===== src/rtl/sha256_pkg.sv =====
// Shared SHA-256 constants, types and bit helpers used by the schedule,
// round-core and padder blocks.
package sha256_pkg;
  localparam int WORD_W    = 32;
  localparam int BLK_WORDS = 16;
  localparam int ROUNDS    = 64;

  typedef logic [WORD_W-1:0] word_t;
  typedef enum logic {IDLE = 1'b0, RUN = 1'b1} state_t;

  function automatic word_t rotr(input word_t x, input int n);
    return (x >> n) | (x << (WORD_W - n));
  endfunction

  function automatic word_t maj3(input word_t a, input word_t b, input word_t c);
    return (a & b) | (a & c) | (b & c);
  endfunction
endpackage


===== src/rtl/sha256_msg_schedule_if.sv =====
// Block-in / schedule-word-out handshake bundle for the message schedule.
interface sha256_msg_schedule_if;
  import sha256_pkg::*;

  logic         flush;
  logic [511:0] blk;
  logic         blk_valid;
  logic         blk_ready;
  word_t        w_word;
  logic [5:0]   w_idx;
  logic         w_last;
  logic         w_valid;
  logic         w_ready;

  modport master (output flush, blk, blk_valid, w_ready,
                  input  blk_ready, w_word, w_idx, w_last, w_valid);
  modport slave  (input  flush, blk, blk_valid, w_ready,
                  output blk_ready, w_word, w_idx, w_last, w_valid);
endinterface


===== src/rtl/sha256_msg_schedule_sigma.sv =====
// SHA-256 small-sigma functions used by the schedule expansion.
module s0s
  import sha256_pkg::*;
(
  input  word_t i_x,
  output word_t o_y
);
  assign o_y = rotr(i_x, 7) ^ rotr(i_x, 18) ^ (i_x >> 3);
endmodule

module s1s
  import sha256_pkg::*;
(
  input  word_t i_x,
  output word_t o_y
);
  assign o_y = rotr(i_x, 17) ^ rotr(i_x, 19) ^ (i_x >> 10);
endmodule


===== src/rtl/sha256_msg_schedule.sv =====
// Streams W[0..63] for one 512-bit block from a 16-word sliding window,
// producing W[t+16] as W[t] leaves the window.
module sha256_msg_schedule
  import sha256_pkg::*;
(
  input  logic                        clk,
  input  logic                        rst,
  sha256_msg_schedule_if.slave        bus
);
  state_t     r_state, w_state_nxt;
  logic [5:0] r_t;
  word_t      r_win [BLK_WORDS];
  logic       w_fire, w_accept;
  word_t      w_sig0, w_sig1;
  word_t      w_s1, w_c1, w_s2, w_c2, w_new;

  s0s u_s0 (.i_x(r_win[1]),  .o_y(w_sig0));
  s1s u_s1 (.i_x(r_win[14]), .o_y(w_sig1));

  // Two carry-save stages collapse the 4 operands to 2 before the single CPA;
  // the <<1 drops carries out of bit 31, giving the mod 2^32 sum.
  assign w_s1  = w_sig1 ^ r_win[9] ^ w_sig0;
  assign w_c1  = maj3(w_sig1, r_win[9], w_sig0) << 1;
  assign w_s2  = w_s1 ^ w_c1 ^ r_win[0];
  assign w_c2  = maj3(w_s1, w_c1, r_win[0]) << 1;
  assign w_new = w_s2 + w_c2;

  always_comb begin
    w_state_nxt = r_state;
    w_fire      = 1'b0;
    w_accept    = 1'b0;
    case (r_state)
      IDLE: if (bus.blk_valid) begin
        w_accept    = 1'b1;
        w_state_nxt = RUN;
      end
      RUN: if (bus.w_ready) begin
        w_fire = 1'b1;
        if (r_t == 6'(ROUNDS - 1)) w_state_nxt = IDLE;
      end
      default: w_state_nxt = IDLE;
    endcase
    if (bus.flush) begin
      w_state_nxt = IDLE;
      w_fire      = 1'b0;
      w_accept    = 1'b0;
    end
  end

  always_ff @(posedge clk or posedge rst) begin
    if (rst) r_state <= IDLE;
    else     r_state <= w_state_nxt;
  end

  always_ff @(posedge clk or posedge rst) begin
    if (rst) begin
      r_t <= '0;
      for (int i = 0; i < BLK_WORDS; i++) r_win[i] <= '0;
    end else if (bus.flush) begin
      r_t <= '0;
    end else if (w_accept) begin
      r_t <= '0;
      for (int i = 0; i < BLK_WORDS; i++)
        r_win[i] <= bus.blk[(BLK_WORDS-1-i)*WORD_W +: WORD_W];
    end else if (w_fire) begin
      r_t <= r_t + 6'd1;
      for (int i = 0; i < BLK_WORDS-1; i++) r_win[i] <= r_win[i+1];
      r_win[BLK_WORDS-1] <= w_new;
    end
  end

  assign bus.blk_ready = (r_state == IDLE);
  assign bus.w_valid   = (r_state == RUN);
  assign bus.w_word    = r_win[0];
  assign bus.w_idx     = r_t;
  assign bus.w_last    = (r_state == RUN) && (r_t == 6'(ROUNDS - 1));
endmodule


===== src/flat_wrapper.sv =====
// flat-port wrapper written by rule: the top's interface ports become plain ports
module sha256_msg_schedule_flat import sha256_pkg::*;
  (clk, rst, bus_flush, bus_blk, bus_blk_valid, bus_w_ready, bus_blk_ready, bus_w_word, bus_w_idx, bus_w_last, bus_w_valid);
  sha256_msg_schedule_if bus_i ();
  input  logic clk;
  input  logic rst;
  input wire logic [$bits(bus_i.flush)-1:0] bus_flush;
  input wire logic [$bits(bus_i.blk)-1:0] bus_blk;
  input wire logic [$bits(bus_i.blk_valid)-1:0] bus_blk_valid;
  input wire logic [$bits(bus_i.w_ready)-1:0] bus_w_ready;
  output wire logic [$bits(bus_i.blk_ready)-1:0] bus_blk_ready;
  output wire logic [$bits(bus_i.w_word)-1:0] bus_w_word;
  output wire logic [$bits(bus_i.w_idx)-1:0] bus_w_idx;
  output wire logic [$bits(bus_i.w_last)-1:0] bus_w_last;
  output wire logic [$bits(bus_i.w_valid)-1:0] bus_w_valid;
  assign bus_i.flush = bus_flush;
  assign bus_i.blk = bus_blk;
  assign bus_i.blk_valid = bus_blk_valid;
  assign bus_i.w_ready = bus_w_ready;
  assign bus_blk_ready = bus_i.blk_ready;
  assign bus_w_word = bus_i.w_word;
  assign bus_w_idx = bus_i.w_idx;
  assign bus_w_last = bus_i.w_last;
  assign bus_w_valid = bus_i.w_valid;
  sha256_msg_schedule u_core (.clk(clk), .rst(rst), .bus(bus_i));
endmodule

===== config.mk =====
export PLATFORM = sky130hd
export DESIGN_NAME = sha256_msg_schedule_flat
export DESIGN_NICKNAME = d
export VERILOG_FILES = /design/src/rtl/sha256_pkg.sv /design/src/rtl/sha256_msg_schedule_if.sv /design/src/rtl/sha256_msg_schedule_sigma.sv /design/src/rtl/sha256_msg_schedule.sv /design/src/flat_wrapper.sv
export SDC_FILE = /design/constraint.sdc
export NUM_CORES = 2
export LEC_CHECK = 0
export ABC_AREA = 1
export CORE_UTILIZATION = 53
export DETAILED_ROUTE_END_ITERATION = 16
export PLACE_DENSITY = 0.83
export SYNTH_ARGS = -nofsm -noshare
export SYNTH_HDL_FRONTEND = slang
export SYNTH_HIERARCHICAL = 1
export SYNTH_SLANG_ARGS = --single-unit

===== constraint.sdc =====
create_clock -name clk -period 25.5 [get_ports clk]
set_clock_uncertainty 0.15 [all_clocks]
set_input_delay 5.1 -clock clk [delete_from_list [all_inputs] [get_ports clk]]
set_output_delay 5.1 -clock clk [all_outputs]
set_load 0.05 [all_outputs]

==> Word-level counts from Yosys, hierarchy flattened <==
Index checks and enable logic that the tools add are counted.
{ "classes": {"n_addsub": 2, "n_bitwise": 24, "n_reduce_logical": 4, "eq_ne": 1, "muxes": 15} }
{ "ops": {"columns": ["cell", "count"], "rows": [
  ["2-to-1 mux 512 bit", 2],
  ["bitwise XOR 32 bit", 6],
  ["bitwise AND 31 bit", 6],
  ["OR 31 bit", 4],
  ["adder 32 bit", 1],
  ["OR 13 x 32 -> 32 bit", 1],
  ["OR 14 x 32 -> 32 bit", 1],
  ["OR 15 x 32 -> 32 bit", 1],
  ["OR 25 x 32 -> 32 bit", 1],
  ["bitwise XOR 32 x 22 -> 32 bit", 1],
  ["bitwise XOR 32 x 29 -> 32 bit", 1],
  ["2-to-1 mux 6 bit", 3],
  ["2-to-1 mux 1 bit", 9],
  ["adder 6 x 1 -> 6 bit (second input constant)", 1],
  ["equality test 6 bit (second input constant)", 1],
  ["nonzero test 3 bit", 1],
  ["inverter 1 bit", 2],
  ["case mux 1 bit (2 select lines)", 1],
  ["AND reduction 2 bit", 1],
  ["nonzero test 2 bit", 1],
  ["logical AND 1 bit", 1]
]} }
{ "word_totals": {"output_inout_bits": 41, "in_bits": 517, "word_cells": 64, "ff_bits": 519} }

==> Depth between registers and ports, before layout <==
{ "depth": {"ltp_word": 12, "depth_mapped": 22, "depth_no_buf": 22} }

==> Modules after synthesis <==
Netlist, hierarchy kept.
{ "modules_own_cells": {"columns": ["module", "seq_area_each_um2", "cells_per_inst", "n_inst", "area_per_inst_um2"], "rows": [
  ["sha256_msg_schedule", 12987.5, 3540, 1, 27528.9],
  ["s0s", 0.0, 209, 1, 835.8],
  ["s1s", 0.0, 173, 1, 726.9]
]} }

==> Worst setup path before layout <==
Ideal clock, no wire load.
{ "synth_timing": {"path_type": "reg2out", "start": "reg u_core.r_t[0], in the netlist u_core/bus.w_idx[0]", "end": "out bus_w_last", "setup_slack_ns": 18.361, "stages_incl_launch_ff": 6, "required_ns": 20.250, "arrival_time_ns": 1.889, "n_path_buf": 0, "path_cell_list": "dfrtp_1 > ha_1 > nand3_1 > nor2_1 > nand2_1 > nor2_1"} }
{ "synth_via": {"elab_chain_cells": 2} }
{ "synth_lines": {"columns": ["item", "line", "source"], "rows": [
  ["start: declaration", "sha256_msg_schedule.sv:11", "logic [5:0] r_t;"],
  ["start signal: assignment", "sha256_msg_schedule.sv:66", "r_t <= r_t + 6'd1;"],
  ["equality test 6 bit", "sha256_msg_schedule.sv:76", "assign bus.w_last = (r_state == RUN) && (r_t == 6'(ROUNDS - 1));"],
  ["logical AND 1 bit", "sha256_msg_schedule.sv:76", null],
  ["end: declaration", "flat_wrapper.sv:14", "output wire logic [$bits(bus_i.w_last)-1:0] bus_w_last;"]
]} }
No other way between the ends.

==> Worst setup path in the final report <==
{ "layout_timing": {"start": "in bus_flush", "end": "reg u_core/r_win[466] (netlist bit)"} }
{ "layout_via": {"elab_chain_cells": 3, "elab_cells_between_ends": 6, "cone_classes": "3 x mux; 1 x bitwise; 2 x reduce/logical"} }
{ "layout_lines": {"columns": ["item", "line", "source"], "rows": [
  ["start: declaration", "flat_wrapper.sv:7", "input wire logic [$bits(bus_i.flush)-1:0] bus_flush;"],
  ["2-to-1 mux 1 bit", "sha256_msg_schedule.sv:43", "if (bus.flush) begin"],
  ["nonzero test 2 bit (no line)", null, null],
  ["AND reduction 2 bit (no line)", null, null],
  ["end signal: indexed assignment", "sha256_msg_schedule.sv:64", "r_win[i] <= bus.blk[(BLK_WORDS-1-i)*WORD_W +: WORD_W];"],
  ["end signal: indexed assignment", "sha256_msg_schedule.sv:68", "r_win[BLK_WORDS-1] <= w_new;"],
  ["end: declaration", "sha256_msg_schedule.sv:12", "word_t r_win [BLK_WORDS];"]
]} }
Several ways; a longest one is shown, not always the timed one.
A chain may end at the register's enable or synchronous reset.

==> results.txt <==
Rel. slew slack = 0.257
DRC = 0
Clock transition at path regs = 60 ps
Syn Std Cell Area = 29100 um^2
clock tree root driver cell = clkbuf_16
switch share = 0.474
Hold Path Depth = 2
placed cell area = 34500 um^2
DPL Wire Length = 80000 um
CP bufs+invs = 6
Mapped Nets = 4533
post-route cell area = 36300 um^2
CTS H-tree lvls = 2
GRT Residual Overflow = 0
total track usage = 0.387
FP Rows = 85
CTS Hold Bufs = 0
Starting Density = 0.538
status = finished clean
most used cell, CP = buf_4
Seq pwr share = 0.275
Post-CTS Resized = 0
Slew @ Worst Pin = 1110 ps
Critical Path Source Type = input port
Multi-input gate area = 13500 um^2
Setup Viol. Count Final = 0
slowest cell on the critical path = buf_4
setup bufs post-CTS = 0
crit-path cells = clkdlybuf4s50_1 > inv_2 > nand3_4 > inv_16 > nor2_4 > buf_4 > buf_4 > buf_4 > nand2_1 > o21ai_0
CTS max path bufs = 3
Req. time, crit path = 25880 ps
DRT Wirelength = 110000 um
worst hold slack = 338 ps
Post-Synthesis Mean Instance Area = 7.42 um^2
# IOs = 558
clk sink count = 519
Critical Path Sink Type = flop
area delta synth->final = 24.9%
worst reg-to-reg path cell count = 9
#FFs+latches synth = 519
synth warn = 6
setup_tns = 0 ps
CP arrival = 9670 ps
post-synthesis sequential area ratio = 0.446
first-pass GRT wire length = 163000 um
Synth Instances = 3922
antenna violations before repair = 15
largest net degree at the start of global routing = 227
Vias/cell = 5.72
cell area power density = 119 nW/um^2
Stages on worst setup path = 10
Worst Setup Path Type = input port to flop
CTS tree = yes
critical path peak fanout = 112
Netlist cell types = 28
initial DRC count = 4024
Int Power = 0.00226 W
max-slew violations = 0
post-route ant nets = 0
die area = 55800 um^2
Placed Cells = 4938
slowest cell delay on critical path = 950 ps
Filler cells = 4481
max-cap viol count = 0
final period utilization = 0.364
Clock power frac = 0.191
Peak VDD IR = 0.0866 mV
layout cells sized above 1 = 0.0272
drt first pass iters = 8
fmax = 108 MHz
RSZ-0062 raised after global routing = false
Worst Hold Class = flop to flop
Net Sw Power = 0.00204 W
Top delay family on crit path = buffers and inverters
Clock Latency Late Sink = 650 ps
Overall Power = 0.00431 W
Final Hold Viols = 0
Leakage Power = 17.4 nW
routability cong. = 0.959
via count = 28900
Net count, final = 4909
Period minus WS final = 9290 ps
die height = 236 um
Final Instance Count excl. Fillers = 5045
TritonCTS Buffers = 54
Die X = 236 um
Sequential Area = 13000 um^2
Port Buf Inserts = 557
Core Box Area = 54000 um^2
number of global-route vias before repair = 27000
wire per inst = 21.8 um
share of power burned in combinational logic = 0.535
==> area by class of cell <==
cell class	instances	share of cell area
Multi-Input combinational cell	2805	0.372
Sequential cell	519	0.358
Timing Repair Buffer	577	0.159
Clock buffer	76	0.0425
Inverter	341	0.0359
Tap cell	696	0.0240
Clock inverter	21	0.00809
Antenna cell	10	0.000689
==> power by group through the flow <==
stage / logic (W) / clock network [W] / registers (W)
2_1_floorplan: 0.00154 / 0 / 0.00111
3_3_place_gp: 0.00222 / 0 / 0.00118
3_5_place_dp: 0.00224 / 0 / 0.00118
4_1_cts: 0.00226 / 0.000825 / 0.00117
5_1_grt: 0.00256 / 0.000859 / 0.00119
6_report: 0.00230 / 0.000822 / 0.00118
==> registers in the layout (all words and copies together) (netlist names) <==
signal / count
u_core/bus.w_idx: 6
u_core/r_win: 480
u_core/bus.w_valid: 1
u_core/bus.w_word: 32
==> Yosys cell counts (all sizes together) <==
cell,instances,area (um^2)
o21ai,450,2250
a21oi,532,2660
o22ai,50,313
o21bai,3,22.5
ha,32,400
clkbuf,67,251
nand2,960,3600
o21a,2,15.0
nor3,4,20.0
nand3,107,536
nor2,570,2150
a22o,1,8.76
nand4,2,12.5
fa,62,1240
and3,1,6.26
xor2,21,184
dfrtp,519,13000
xnor2,7,61.3
inv,341,1280
o221ai,1,8.76
buf,190,1070
==> per-stage QoR <==
stage | utilization | worst slack (ps)
after floorplan | - | 5750
after global placement | 0.638 | 15870
after detailed placement | 0.638 | 15730
after CTS | 0.672 | 16380
after global routing | 0.672 | 16010
final | 0.672 | 16210
==> kinds of logic (layout without fill, tap and decap cells) <==
logic type | count (synthesis) | after routing | synth area share
other | 0 | 10 | 0
XOR/XNOR | 28 | 28 | 0.00843
adder cells (fa/ha/maj) | 94 | 94 | 0.0564
buffers and inverters | 598 | 1015 | 0.0895
AO/OA/AOI/OAI | 1039 | 1039 | 0.182
flip-flops | 519 | 519 | 0.446
AND/OR/NAND/NOR | 1644 | 1644 | 0.218
==> worst register-to-register path: stages (launching register included) <==
cell	delay [ps]
dfrtp_1	410
inv_1	120
nand3_4	390
inv_16	260
nor2_4	230
buf_4	730
buf_4	930
buf_4	980
nand2_1	230
o21ai_0	150
==> path summary, 6_finish.rpt <==
path                               startpoint                   to  slack (ps)
min                         u_core/r_win[279]    u_core/r_win[279]         340
max                                 bus_flush    u_core/r_win[466]       16210
max in group asynchronous                 rst    u_core/r_win[460]       17680
min in group asynchronous                 rst  u_core/bus.w_idx[1]        4870
max reg2reg                u_core/bus.w_valid    u_core/r_win[466]       20810
min reg2reg                 u_core/r_win[279]    u_core/r_win[279]         340
==> cells in the final DEF, fill, tap and decap left out, types with 32 or more instances in the layout <==
| master | count |
|---|---|
| nand3_1 | 106 |
| o21ai_0 | 256 |
| dfrtp_1 | 519 |
| inv_1 | 332 |
| nor2_1 | 568 |
| nand2_1 | 960 |
| clkbuf_16 | 54 |
| o22ai_1 | 50 |
| ha_1 | 32 |
| a21oi_1 | 532 |
| o21ai_1 | 194 |
| clkdlybuf4s50_1 | 557 |
| fa_1 | 62 |
==> per-layer routing <==
layer  GRT usage  vias up  part of all wire
met2       0.597     1599              0.45
met1       0.522    13700              0.40
met3      0.0658      290             0.091
li1            -    13300                 -
met5           0        -           0.00077
met4       0.212       14             0.061
Note: power is estimated with default switching activity, not from simulation.
